File: src/rtl/looper_pkg.sv
// Shared types and arithmetic for the SRAM audio looper.
// Holds the looper mode and access-state encodings plus the overdub mix helper.
package looper_pkg;

    typedef enum logic [1:0] {
        MODE_IDLE = 2'd0,
        MODE_REC  = 2'd1,
        MODE_PLAY = 2'd2,
        MODE_DUB  = 2'd3
    } mode_e;

    typedef enum logic [1:0] {
        A_IDLE  = 2'd0,
        A_READ  = 2'd1,
        A_TURN  = 2'd2,
        A_WRITE = 2'd3
    } acc_state_e;

    // Access kinds requested by the mode logic; OP_RMW is the overdub read-mix-write.
    typedef enum logic [1:0] {
        OP_READ  = 2'd0,
        OP_WRITE = 2'd1,
        OP_RMW   = 2'd2
    } acc_op_e;

    // Signed 16-bit add clamped to [-32768, 32767].
    function automatic logic [15:0] sat16_add(input logic [15:0] a, input logic [15:0] b);
        logic [16:0] s;
        s = {a[15], a} + {b[15], b};
        if (s[16] != s[15]) begin
            return s[16] ? 16'h8000 : 16'h7FFF;
        end
        return s[15:0];
    endfunction

endpackage

File: src/rtl/sram_access_seq.sv
// SRAM access sequencer: one read, write or read-mix-write per request, with
// strobe generation derived from the registered access state.
module sram_access_seq
    import looper_pkg::*;
#(
    parameter int unsigned ADDR_W  = 20,
    parameter int unsigned RD_WAIT = 2,
    parameter int unsigned WR_WAIT = 2
) (
    input  logic              i_clk,
    input  logic              i_rst,
    input  logic              i_req,
    input  acc_op_e           i_op,
    input  logic [ADDR_W-1:0] i_addr,
    input  logic [15:0]       i_wdata,
    output logic              o_busy,
    output logic              o_done,
    output logic              o_rd_valid,
    output logic [15:0]       o_rdata,
    output logic [ADDR_W-1:0] o_SRAM_ADDR,
    output logic [15:0]       o_sram_dq_out,
    output logic              o_sram_dq_oe,
    input  logic [15:0]       i_sram_dq_in,
    output logic              o_SRAM_WE_N,
    output logic              o_SRAM_CE_N,
    output logic              o_SRAM_OE_N,
    output logic              o_SRAM_LB_N,
    output logic              o_SRAM_UB_N
);

    localparam int unsigned      CNT_W   = 8;
    localparam logic [CNT_W-1:0] RD_LAST = CNT_W'(RD_WAIT - 1);
    localparam logic [CNT_W-1:0] WR_LAST = CNT_W'(WR_WAIT - 1);

    acc_state_e        state_q, state_d;
    acc_op_e           op_q, op_d;
    logic [CNT_W-1:0]  cnt_q, cnt_d;
    logic [ADDR_W-1:0] addr_q, addr_d;
    logic [15:0]       wdata_q, wdata_d;
    logic [15:0]       rdata_q, rdata_d;
    logic              rd_valid_q, rd_valid_d;
    logic              done;
    logic              in_access;

    always_comb begin
        state_d    = state_q;
        op_d       = op_q;
        cnt_d      = cnt_q;
        addr_d     = addr_q;
        wdata_d    = wdata_q;
        rdata_d    = rdata_q;
        rd_valid_d = 1'b0;
        done       = 1'b0;
        case (state_q)
            A_IDLE: begin
                if (i_req) begin
                    op_d    = i_op;
                    addr_d  = i_addr;
                    wdata_d = i_wdata;
                    cnt_d   = '0;
                    state_d = (i_op == OP_WRITE) ? A_WRITE : A_READ;
                end
            end
            A_READ: begin
                if (cnt_q == RD_LAST) begin
                    rdata_d    = i_sram_dq_in;
                    rd_valid_d = 1'b1;
                    cnt_d      = '0;
                    // Overdub reuses wdata_q: it held the live input, now it holds the mix.
                    if (op_q == OP_RMW) begin
                        wdata_d = sat16_add(i_sram_dq_in, wdata_q);
                        state_d = A_TURN;
                    end else begin
                        state_d = A_IDLE;
                        done    = 1'b1;
                    end
                end else begin
                    cnt_d = cnt_q + CNT_W'(1);
                end
            end
            A_TURN: begin
                cnt_d   = '0;
                state_d = A_WRITE;
            end
            A_WRITE: begin
                if (cnt_q == WR_LAST) begin
                    cnt_d   = '0;
                    state_d = A_IDLE;
                    done    = 1'b1;
                end else begin
                    cnt_d = cnt_q + CNT_W'(1);
                end
            end
            default: state_d = A_IDLE;
        endcase
    end

    always_ff @(posedge i_clk) begin
        if (i_rst) begin
            state_q    <= A_IDLE;
            op_q       <= OP_READ;
            cnt_q      <= '0;
            addr_q     <= '0;
            wdata_q    <= '0;
            rdata_q    <= '0;
            rd_valid_q <= 1'b0;
        end else begin
            state_q    <= state_d;
            op_q       <= op_d;
            cnt_q      <= cnt_d;
            addr_q     <= addr_d;
            wdata_q    <= wdata_d;
            rdata_q    <= rdata_d;
            rd_valid_q <= rd_valid_d;
        end
    end

    always_comb begin
        in_access     = (state_q == A_READ) || (state_q == A_WRITE);
        o_SRAM_CE_N   = ~in_access;
        o_SRAM_LB_N   = ~in_access;
        o_SRAM_UB_N   = ~in_access;
        o_SRAM_OE_N   = (state_q != A_READ);
        o_SRAM_WE_N   = (state_q != A_WRITE);
        o_sram_dq_oe  = (state_q == A_WRITE);
        o_sram_dq_out = wdata_q;
        o_SRAM_ADDR   = addr_q;
        o_busy        = (state_q != A_IDLE);
        o_done        = done;
        o_rd_valid    = rd_valid_q;
        o_rdata       = rdata_q;
    end

endmodule

File: src/rtl/sram_loop_ctrl.sv
// Single-track SRAM looper: mode FSM, loop pointer/length and per-sample access
// requests; bus sequencing is delegated to sram_access_seq.
module sram_loop_ctrl
    import looper_pkg::*;
#(
    parameter int unsigned       ADDR_W  = 20,
    parameter logic [ADDR_W-1:0] MAX_LEN = 20'hFFFFF,
    parameter int unsigned       RD_WAIT = 2,
    parameter int unsigned       WR_WAIT = 2
) (
    input  logic              i_clk,
    input  logic              i_rst,
    input  logic              i_sample_valid,
    input  logic [15:0]       i_data,
    input  logic              i_cmd_rec,
    input  logic              i_cmd_play,
    input  logic              i_cmd_dub,
    input  logic              i_cmd_stop,
    output logic [ADDR_W-1:0] o_SRAM_ADDR,
    output logic [15:0]       o_sram_dq_out,
    output logic              o_sram_dq_oe,
    input  logic [15:0]       i_sram_dq_in,
    output logic              o_SRAM_WE_N,
    output logic              o_SRAM_CE_N,
    output logic              o_SRAM_OE_N,
    output logic              o_SRAM_LB_N,
    output logic              o_SRAM_UB_N,
    output logic [15:0]       o_loop_data,
    output logic              o_loop_valid,
    output logic [ADDR_W-1:0] o_loop_len,
    output logic [1:0]        o_mode,
    output logic              o_overrun
);

    mode_e             mode_q, mode_d;
    logic [ADDR_W-1:0] ptr_q, ptr_d;
    logic [ADDR_W-1:0] len_q, len_d;
    logic [ADDR_W-1:0] ptr_inc;
    logic              ptr_clr;
    logic              overrun_q, overrun_d;
    logic              seq_req, seq_busy, seq_done;
    acc_op_e           seq_op;

    // Commands first (priority stop > rec > dub > play), then the completion
    // pointer step evaluated under the post-command mode; any clear wins.
    always_comb begin
        mode_d  = mode_q;
        len_d   = len_q;
        ptr_d   = ptr_q;
        ptr_clr = 1'b0;
        ptr_inc = ptr_q + ADDR_W'(1);
        case (mode_q)
            MODE_IDLE: begin
                if (!i_cmd_stop) begin
                    if (i_cmd_rec) begin
                        mode_d  = MODE_REC;
                        len_d   = '0;
                        ptr_clr = 1'b1;
                    end else if (!i_cmd_dub && i_cmd_play && (len_q != '0)) begin
                        mode_d  = MODE_PLAY;
                        ptr_clr = 1'b1;
                    end
                end
            end
            MODE_REC: begin
                if (i_cmd_stop || (!i_cmd_rec && !i_cmd_dub && i_cmd_play)) begin
                    len_d   = ptr_q;
                    ptr_clr = 1'b1;
                    mode_d  = (ptr_q != '0) ? MODE_PLAY : MODE_IDLE;
                end else if (i_cmd_rec) begin
                    len_d   = '0;
                    ptr_clr = 1'b1;
                end
            end
            MODE_PLAY: begin
                if (i_cmd_stop) begin
                    mode_d = MODE_IDLE;
                end else if (i_cmd_rec) begin
                    mode_d  = MODE_REC;
                    len_d   = '0;
                    ptr_clr = 1'b1;
                end else if (i_cmd_dub) begin
                    mode_d = MODE_DUB;
                end
            end
            MODE_DUB: begin
                if (i_cmd_stop) begin
                    mode_d = MODE_IDLE;
                end else if (i_cmd_rec) begin
                    mode_d  = MODE_REC;
                    len_d   = '0;
                    ptr_clr = 1'b1;
                end else if (!i_cmd_dub && i_cmd_play) begin
                    mode_d = MODE_PLAY;
                end
            end
            default: mode_d = MODE_IDLE;
        endcase

        if (seq_done && !ptr_clr) begin
            case (mode_d)
                MODE_REC: begin
                    if (ptr_inc == MAX_LEN) begin
                        len_d   = MAX_LEN;
                        ptr_clr = 1'b1;
                        mode_d  = MODE_PLAY;
                    end else begin
                        ptr_d = ptr_inc;
                    end
                end
                MODE_PLAY, MODE_DUB: ptr_d = (ptr_inc == len_d) ? '0 : ptr_inc;
                default: ptr_d = ptr_q;
            endcase
        end

        if (ptr_clr) begin
            ptr_d = '0;
        end
    end

    always_comb begin
        seq_req   = i_sample_valid && !seq_busy && (mode_q != MODE_IDLE);
        overrun_d = i_sample_valid && seq_busy;
        case (mode_q)
            MODE_REC: seq_op = OP_WRITE;
            MODE_DUB: seq_op = OP_RMW;
            default:  seq_op = OP_READ;
        endcase
    end

    always_ff @(posedge i_clk) begin
        if (i_rst) begin
            mode_q    <= MODE_IDLE;
            ptr_q     <= '0;
            len_q     <= '0;
            overrun_q <= 1'b0;
        end else begin
            mode_q    <= mode_d;
            ptr_q     <= ptr_d;
            len_q     <= len_d;
            overrun_q <= overrun_d;
        end
    end

    sram_access_seq #(
        .ADDR_W (ADDR_W),
        .RD_WAIT(RD_WAIT),
        .WR_WAIT(WR_WAIT)
    ) u_seq (
        .i_clk        (i_clk),
        .i_rst        (i_rst),
        .i_req        (seq_req),
        .i_op         (seq_op),
        .i_addr       (ptr_q),
        .i_wdata      (i_data),
        .o_busy       (seq_busy),
        .o_done       (seq_done),
        .o_rd_valid   (o_loop_valid),
        .o_rdata      (o_loop_data),
        .o_SRAM_ADDR  (o_SRAM_ADDR),
        .o_sram_dq_out(o_sram_dq_out),
        .o_sram_dq_oe (o_sram_dq_oe),
        .i_sram_dq_in (i_sram_dq_in),
        .o_SRAM_WE_N  (o_SRAM_WE_N),
        .o_SRAM_CE_N  (o_SRAM_CE_N),
        .o_SRAM_OE_N  (o_SRAM_OE_N),
        .o_SRAM_LB_N  (o_SRAM_LB_N),
        .o_SRAM_UB_N  (o_SRAM_UB_N)
    );

    always_comb begin
        o_mode     = mode_q;
        o_loop_len = len_q;
        o_overrun  = overrun_q;
    end

endmodule

File: config.mk
export PLATFORM = sky130hd
export DESIGN_NAME = sram_loop_ctrl
export DESIGN_NICKNAME = d
export VERILOG_FILES = /design/src/rtl/looper_pkg.sv /design/src/rtl/sram_access_seq.sv /design/src/rtl/sram_loop_ctrl.sv
export SDC_FILE = /design/constraint.sdc
export NUM_CORES = 1
export LEC_CHECK = 0
export ABC_CLOCK_PERIOD_IN_PS = 8500
export BUFFER_PORTS_ARGS = -buffer_cell sky130_fd_sc_hd__buf_2
export CAP_MARGIN = 15
export CORE_MARGIN = 1
export CORE_UTILIZATION = 50
export DETAILED_ROUTE_END_ITERATION = 8
export PLACE_DENSITY_LB_ADDON = 0.15
export SLEW_MARGIN = 20
export SYNTH_ARGS = -nofsm -noshare
export SYNTH_HDL_FRONTEND = slang
export SYNTH_SLANG_ARGS = --single-unit
File: constraint.sdc
create_clock -name i_clk -period 8.5 [get_ports i_clk]
set_input_delay 0.425 -clock i_clk [delete_from_list [all_inputs] [get_ports i_clk]]
set_output_delay 0.425 -clock i_clk [all_outputs]
set_load 0.02 [all_outputs]
* Yosys cells after proc, flatten, opt, wreduce, memory -nomap -nowiden
Cells that the tools add are included.
** Cells by class
- $add $sub $neg :: 3
- Eq/ne operators :: 22
- Mux-type cells :: 60
- Bitwise logic cells :: 2
- Reductions and logical operators :: 33
** Operators by type and width (count)
- two-way mux 20 bit :: 8
- two-way mux 16 bit :: 6
- case mux 20 bit (2 select lines) :: 2
- nonzero test 20 bit :: 2
- two-way mux 2 bit :: 19
- case mux 16 bit (2 select lines) :: 1
- case mux 8 bit (3 select lines) :: 1
- adder 20 x 1 -> 20 bit, second input constant :: 1
- == test 20 bit :: 1
- == test 20 bit, second input constant :: 1
- adder 16 x 16 -> 17 bit :: 1
- two-way mux 1 bit :: 16
- two-way mux 8 bit :: 2
- case mux 2 bit (4 select lines) :: 2
- == test 2 bit, second input constant :: 7
- OR reduction 2 bit :: 5
- adder 8 x 1 -> 8 bit, second input constant :: 1
- == test 2 x 1 -> 1 bit, second input constant :: 4
- == test 8 x 1 -> 1 bit, second input constant :: 1
- logical AND 1 bit :: 8
- != test 2 x 1 -> 1 bit, second input constant :: 4
- nonzero test 2 bit :: 4
- != test 2 bit, second input constant :: 3
- AND reduction 3 bit :: 2
- other kinds (11) :: 18
** Storage, ports and cells
- Register bits :: 108
- Input bits :: 39
- Output and inout port bits :: 82

* Longest topological paths before layout
- Depth in word-level cells :: 11
- Gate-level depth with buffers :: 14
- Mapped depth without buffers :: 12

* Cells and area by module
From an unflattened synthesis, not the netlist that was laid out.
** Second synthesis, totals
- Cells, all modules :: 881
- Area total of the unflattened synthesis :: 6786.5 um^2
** By module, submodules not included
- sram_access_seq :: instances 1, cells an instance 456, area an instance 3601.0 um^2
- sram_loop_ctrl :: instances 1, cells an instance 425, area an instance 3185.6 um^2

* Least setup slack after synthesis
No wires, ideal clock.
- Kind :: reg-to-reg
- From :: register u_seq.wdata_q[3] (netlist: u_seq.o_sram_dq_out[3])
- To :: register u_seq.wdata_q[13] (netlist: u_seq.o_sram_dq_out[13])
- Arrival time :: 2768 ps
- Slack :: 5631 ps
- Stages on the path, launching flop included :: 11
- Path buffers :: 0
- Cell sequence :: dfxtp_1 -> ha_1 -> and3_1 -> a2111oi_2 -> o21ai_0 -> a211o_1 -> a31o_2 -> a21oi_1 -> xnor2_1 -> a21oi_1 -> o41ai_1
** Between the ends
- Word-level cells in the longest chain between the ends :: 10
- Elaborated cells on any way between the ends :: 12
- Classes of those cells :: 1 x add/sub; 1 x eq/ne; 10 x mux
** RTL lines
- start, declared :: RTL line sram_access_seq.sv:39 : logic [15:0] wdata_q, wdata_d;
- start signal, assigned :: RTL line sram_access_seq.sv:112 : wdata_q <= wdata_d;
- adder 16 x 16 -> 17 bit * :: RTL line looper_pkg.sv:29 : s = {a[15], a} + {b[15], b};
- != test 1 bit :: RTL line looper_pkg.sv:30 : if (s[16] != s[15]) begin
- two-way mux 1 bit :: RTL line looper_pkg.sv:30
- two-way mux 1 bit :: RTL line sram_access_seq.sv:70 : if (op_q == OP_RMW) begin
- two-way mux 1 bit :: RTL line sram_access_seq.sv:65 : if (cnt_q == RD_LAST) begin
- two-way mux 1 bit :: RTL line sram_access_seq.sv:54 : case (state_q)
- two-way mux 16 bit * :: RTL line looper_pkg.sv:33 : return s[15:0];
- two-way mux 16 bit * :: RTL line sram_access_seq.sv:70
- two-way mux 16 bit * :: RTL line sram_access_seq.sv:65
- case mux 16 bit (2 select lines) * :: RTL line sram_access_seq.sv:54
Every way passes the cells marked *; elsewhere a longest branch is shown, timed or not. The select of a mux whose other input is x is not followed.
A chain may end at the register's enable or synchronous reset.

* Worst setup path in the final report
- From :: register ptr_q[1]
- To :: register ptr_q[2]
** Between the ends
- Word-level cells in the longest chain between the ends :: 8
- Elaborated cells on any way between the ends :: 23
- Classes of those cells :: 1 x add/sub; 6 x eq/ne; 11 x mux; 5 x reduce/logical
** RTL lines
- start, declared :: RTL line sram_loop_ctrl.sv:36 : logic [ADDR_W-1:0] ptr_q, ptr_d;
- start signal, assigned :: RTL line sram_loop_ctrl.sv:139 : ptr_q <= ptr_d;
- parallel branches: the longest is 8 deep, another holds adder 20 x 1 -> 20 bit
Several ways; the timed one is not identified. The select of a mux whose other input is x is not followed.

==> key figures <==
Run status
  • Status: completed

Yosys
  • Syn nets: 924
  • Mux cell area share after synthesis: less than 1%
  • Cell variety after synth: 78
  • Synth Area in Simple Gates: 29.0%
  • Synth async-reset ratio: 0%
  • Post-synth EDFFs: 0
  • Syn avg cell area: roughly 7.7 um2
  • Yosys reg bits: 108
  • Area of the mapped netlist: around 6600 um2
  • Post-Synth XOR/XNOR Area: under 10%
  • Ys Warns: 0
  • Synth Instances: approximately 860
  • Synth Area in Adders: 4.26%
  • Largest family of logic cells by synthesized area: simple AND/OR/NAND/NOR gates
  • Seq/Total Area, Yosys: 32.6%
  • Synth Area in Compound Gates: between 20% and 30%
  • Primary FF master, synth: dfxtp_1

Placement
  • IO buf count: between 100 and 150
  • Cell Area, Placed: slightly above 7000 um2
  • Routability congestion estimate: 0.942
  • DP Wirelength: 13400 um

Floorplanning
  • Initial cell density of the core: around 52%
  • Top Ports: ~120
  • Die width: 117 um
  • DIE AREA: 13700 um2
  • Rows: 41
  • Core area: about 13000 um2
  • Die height: roughly 120 um

Worst setup path
  • Worst path top cell family by delay: simple AND/OR/NAND/NOR gates
  • Crit. End Element: flip-flop
  • CP Class: flip-flop to flip-flop
  • Crit path buffers/inverters: 0
  • Req. time, crit path: roughly 8700 ps
  • CP arrival: about 3800 ps
  • Max incr delay on CP: around 520 ps
  • Critical path fanouts, max: 19
  • Startpoint types: flip-flop
  • Crit path cell chain: ha_1 -> nand4_1 -> nor4_2 -> xor2_1 -> o211ai_1 -> nor4_1 -> and3_1 -> nand3_2 -> nand2_2 -> o32ai_1
  • CP max-delay cell: dfxtp_1

CTS
  • Num CTS Buffers: 9
  • Post-CTS Hold Fix Bufs: 0
  • Clock sink count: around 110
  • Clk root buf: clkbuf_16
  • Post-CTS Repair Setup Buffers: 0
  • Post-CTS sizing: 0
  • CTS tree: built
  • Clock Latency Late Sink: 350 ps
  • H-tree Lvls: 3
  • Clk buf depth: 2
  • Clk slew on worst S/H paths: 70 ps

Routing
  • Via count: 6648
  • Drt total wl: ~19000 um
  • DR vias/cell: around 6.0
  • Antenna viol nets, final: 0
  • Initial drt markers: between 600 and 700
  • Drt drc: 0
  • Initial DRT Pass Iterations: 6
  • Wirelength per Cell: between 15 and 20 um

Hold path
  • Worst Hold Class: input port to flip-flop

Timing
  • Slew Limit Fails: 0
  • Final setup viols: 0
  • Worst slew pin tran: 1110 ps
  • Fmax: ~280 MHz
  • Setup TNS Final: 0 ps
  • Min cycle time layout: around 3600 ps
  • Final Hold Fails: 0
  • Post-Route Skew: roughly 8.3 ps
  • Setup repair after global routing missed its margin: no
  • Tcrit/Tclk final: approximately 43%
  • Rel. slew slack: between 20% and 30%

Power and ir drop
  • Psw: about 390 uW
  • Leak pwr: around 0.003 uW
  • Seq pwr share: between 40% and 50%
  • Comb power frac: a little under a quarter
  • Pwr dens: about 170 nW/um2
  • Maximum VDD drop: a little over 0.09 mV
  • Sw Ratio: approximately 31%
  • Pint: approximately 880 uW
  • Clock network power share: 34.5%

Final layout
  • Diode count: 0
  • Share of cells above drive strength 1: roughly 19%
  • Synth-to-Final Area Change: 12.9%
  • Fin nets: between 900 and 1000
  • Finished Cell Area: ~7500 um2
  • FILL cells: roughly 1200

Global routing
  • Overall Global Routing Usage: between 20% and 30%
  • Initial antenna violation count: 0
  • Largest net degree at the start of global routing: 92
  • First-pass GRT wire length: between 30000 and 40000 um
  • Vias in the first global route: ~5700
  • Total grt overflow: 0

Job
  • Max Cap Violations: 0
[synth_stat cells, types with 3 or more instances]
master	instances	share of area (%)
nor3b_1	7	0.79
clkbuf_1	40	2.3
buf_4	4	0.45
dfxtp_1	108	33
nor3_1	14	1.1
nand4_1	11	1.0
nor2b_1	8	0.75
or4_1	9	1.0
o21a_1	9	1.0
a21oi_1	107	8.1
o21ai_0	25	1.9
buf_6	5	0.85
a211oi_1	8	0.91
a22oi_1	19	2.2
inv_1	23	1.3
a22o_1	3	0.40
a31oi_1	8	0.75
and3_1	22	2.1
and2_1	10	0.94
nand3_1	27	2.0
nor4_1	29	2.7
and4_1	5	0.66
o21ba_2	4	0.60
nand2_1	133	7.5
buf_2	12	0.91
ha_1	21	4.0
a21o_1	6	0.68
nand3b_1	5	0.57
nor2_1	63	3.6
nor4_2	7	1.3
xor2_1	16	2.1
mux2i_1	3	0.45
a2bb2oi_1	6	0.79
or3_1	4	0.38
xnor2_1	15	2.0
nand2b_1	6	0.57
o221ai_1	6	0.79
[cells in the final DEF (no fill, tap or decap), types with 7 or more instances in the layout]
cell / netlist / final
and3_1: 22 / 22
o21a_1: 9 / 9
nor2b_1: 8 / 8
dfxtp_1: 108 / 108
nor4_1: 29 / 29
nand2_1: 133 / 133
xnor2_1: 15 / 15
nor4_2: 7 / 7
ha_1: 21 / 21
xor2_1: 16 / 16
clkbuf_16: 0 / 9
inv_1: 23 / 23
o21ai_0: 25 / 25
and2_1: 10 / 10
a22oi_1: 19 / 19
nor2_1: 63 / 62
a21oi_1: 107 / 107
or4_1: 9 / 9
buf_2: 12 / 120
nand3_1: 27 / 27
a31oi_1: 8 / 8
nand4_1: 11 / 11
nor3_1: 14 / 13
a211oi_1: 8 / 7
nor3b_1: 7 / 7
[cell families after synthesis]
kind of cell               count (synthesis)
buffers and inverters                     87
adders and majority gates                 22
DFF                                      108
AOI/OAI and AO/OA                        236
muxes                                      3
and+or+nand+nor                          375
xor gates and xnor gates                  32
[final timing paths]
check	slack [ps]	cells past startpoint	to	from
max	4890	10	ptr_q[2]	ptr_q[1]
min	330	3	u_seq.o_rdata[12]	i_sram_dq_in[12]
max reg2reg	4890	10	ptr_q[2]	ptr_q[1]
min reg2reg	450	2	u_seq.o_SRAM_ADDR[8]	u_seq.o_SRAM_ADDR[8]
[through the flow]
| stage | worst slack (ps) | power [uW] | std cells | hold WS (ps) | utilization [%] |
|---|---|---|---|---|---|
| 2_1_floorplan | 5630 | 764 | 863 | 441 | - |
| 3_3_place_gp | 4760 | 834 | 1094 | 439 | 56.0 |
| 5_1_grt | 4540 | 1340 | 1111 | 340 | 58.6 |
| 6_report | 4890 | 1270 | 1111 | 332 | 58.6 |
| 4_1_cts | 4930 | 1280 | 1110 | 321 | 58.5 |
| 3_5_place_dp | 4760 | 838 | 1094 | 443 | 56.0 |
[layer usage]
layer	track usage, %	vias up	wire length [um]
met5	0	-	0
li1	-	3274	-
met1	44.0	3063	9210
met3	4.48	26	1490
met4	7.85	0	270
met2	38.7	285	7630
[state kept, by name, summed over array words and instances, names as in the netlist]
register             cells
u_seq.state_q            2
o_overrun                1
ptr_q                   20
u_seq.o_rdata           16
o_mode                   2
u_seq.o_rd_valid         1
u_seq.cnt_q              8
u_seq.op_q               2
u_seq.o_sram_dq_out     16
u_seq.o_SRAM_ADDR       20
o_loop_len              20
[worst register-to-register path, cell delays in order, from the launching register on]
cell and delay [ps]:
dfxtp_1 520, ha_1 390, nand4_1 240, nor4_2 300, xor2_1 380, o211ai_1 150
nor4_1 260, and3_1 230, nand3_2 360, nand2_2 500, o32ai_1 150
[power groups by stage]
stage	combinational [uW]	clock (uW)	sequential (uW)
4_1_cts	284	446	544
3_3_place_gp	280	0	555
2_1_floorplan	194	0	570
6_report	288	439	544
3_5_place_dp	283	0	556
5_1_grt	323	468	547
[layout make-up]
cell class                      instances  area [um2]  share of cell area (%)
Tap cell                              172         215                    2.87
Multi-Input combinational cell        668        4080                    54.5
Sequential cell                       108        2160                    28.9
Timing Repair Buffer                  123         627                    8.37
Clock inverter                          5        58.8                   0.786
Clock buffer                           11         253                    3.38
Inverter                               24        90.1                    1.20
No activity file was read; power rests on OpenSTA's default activity.
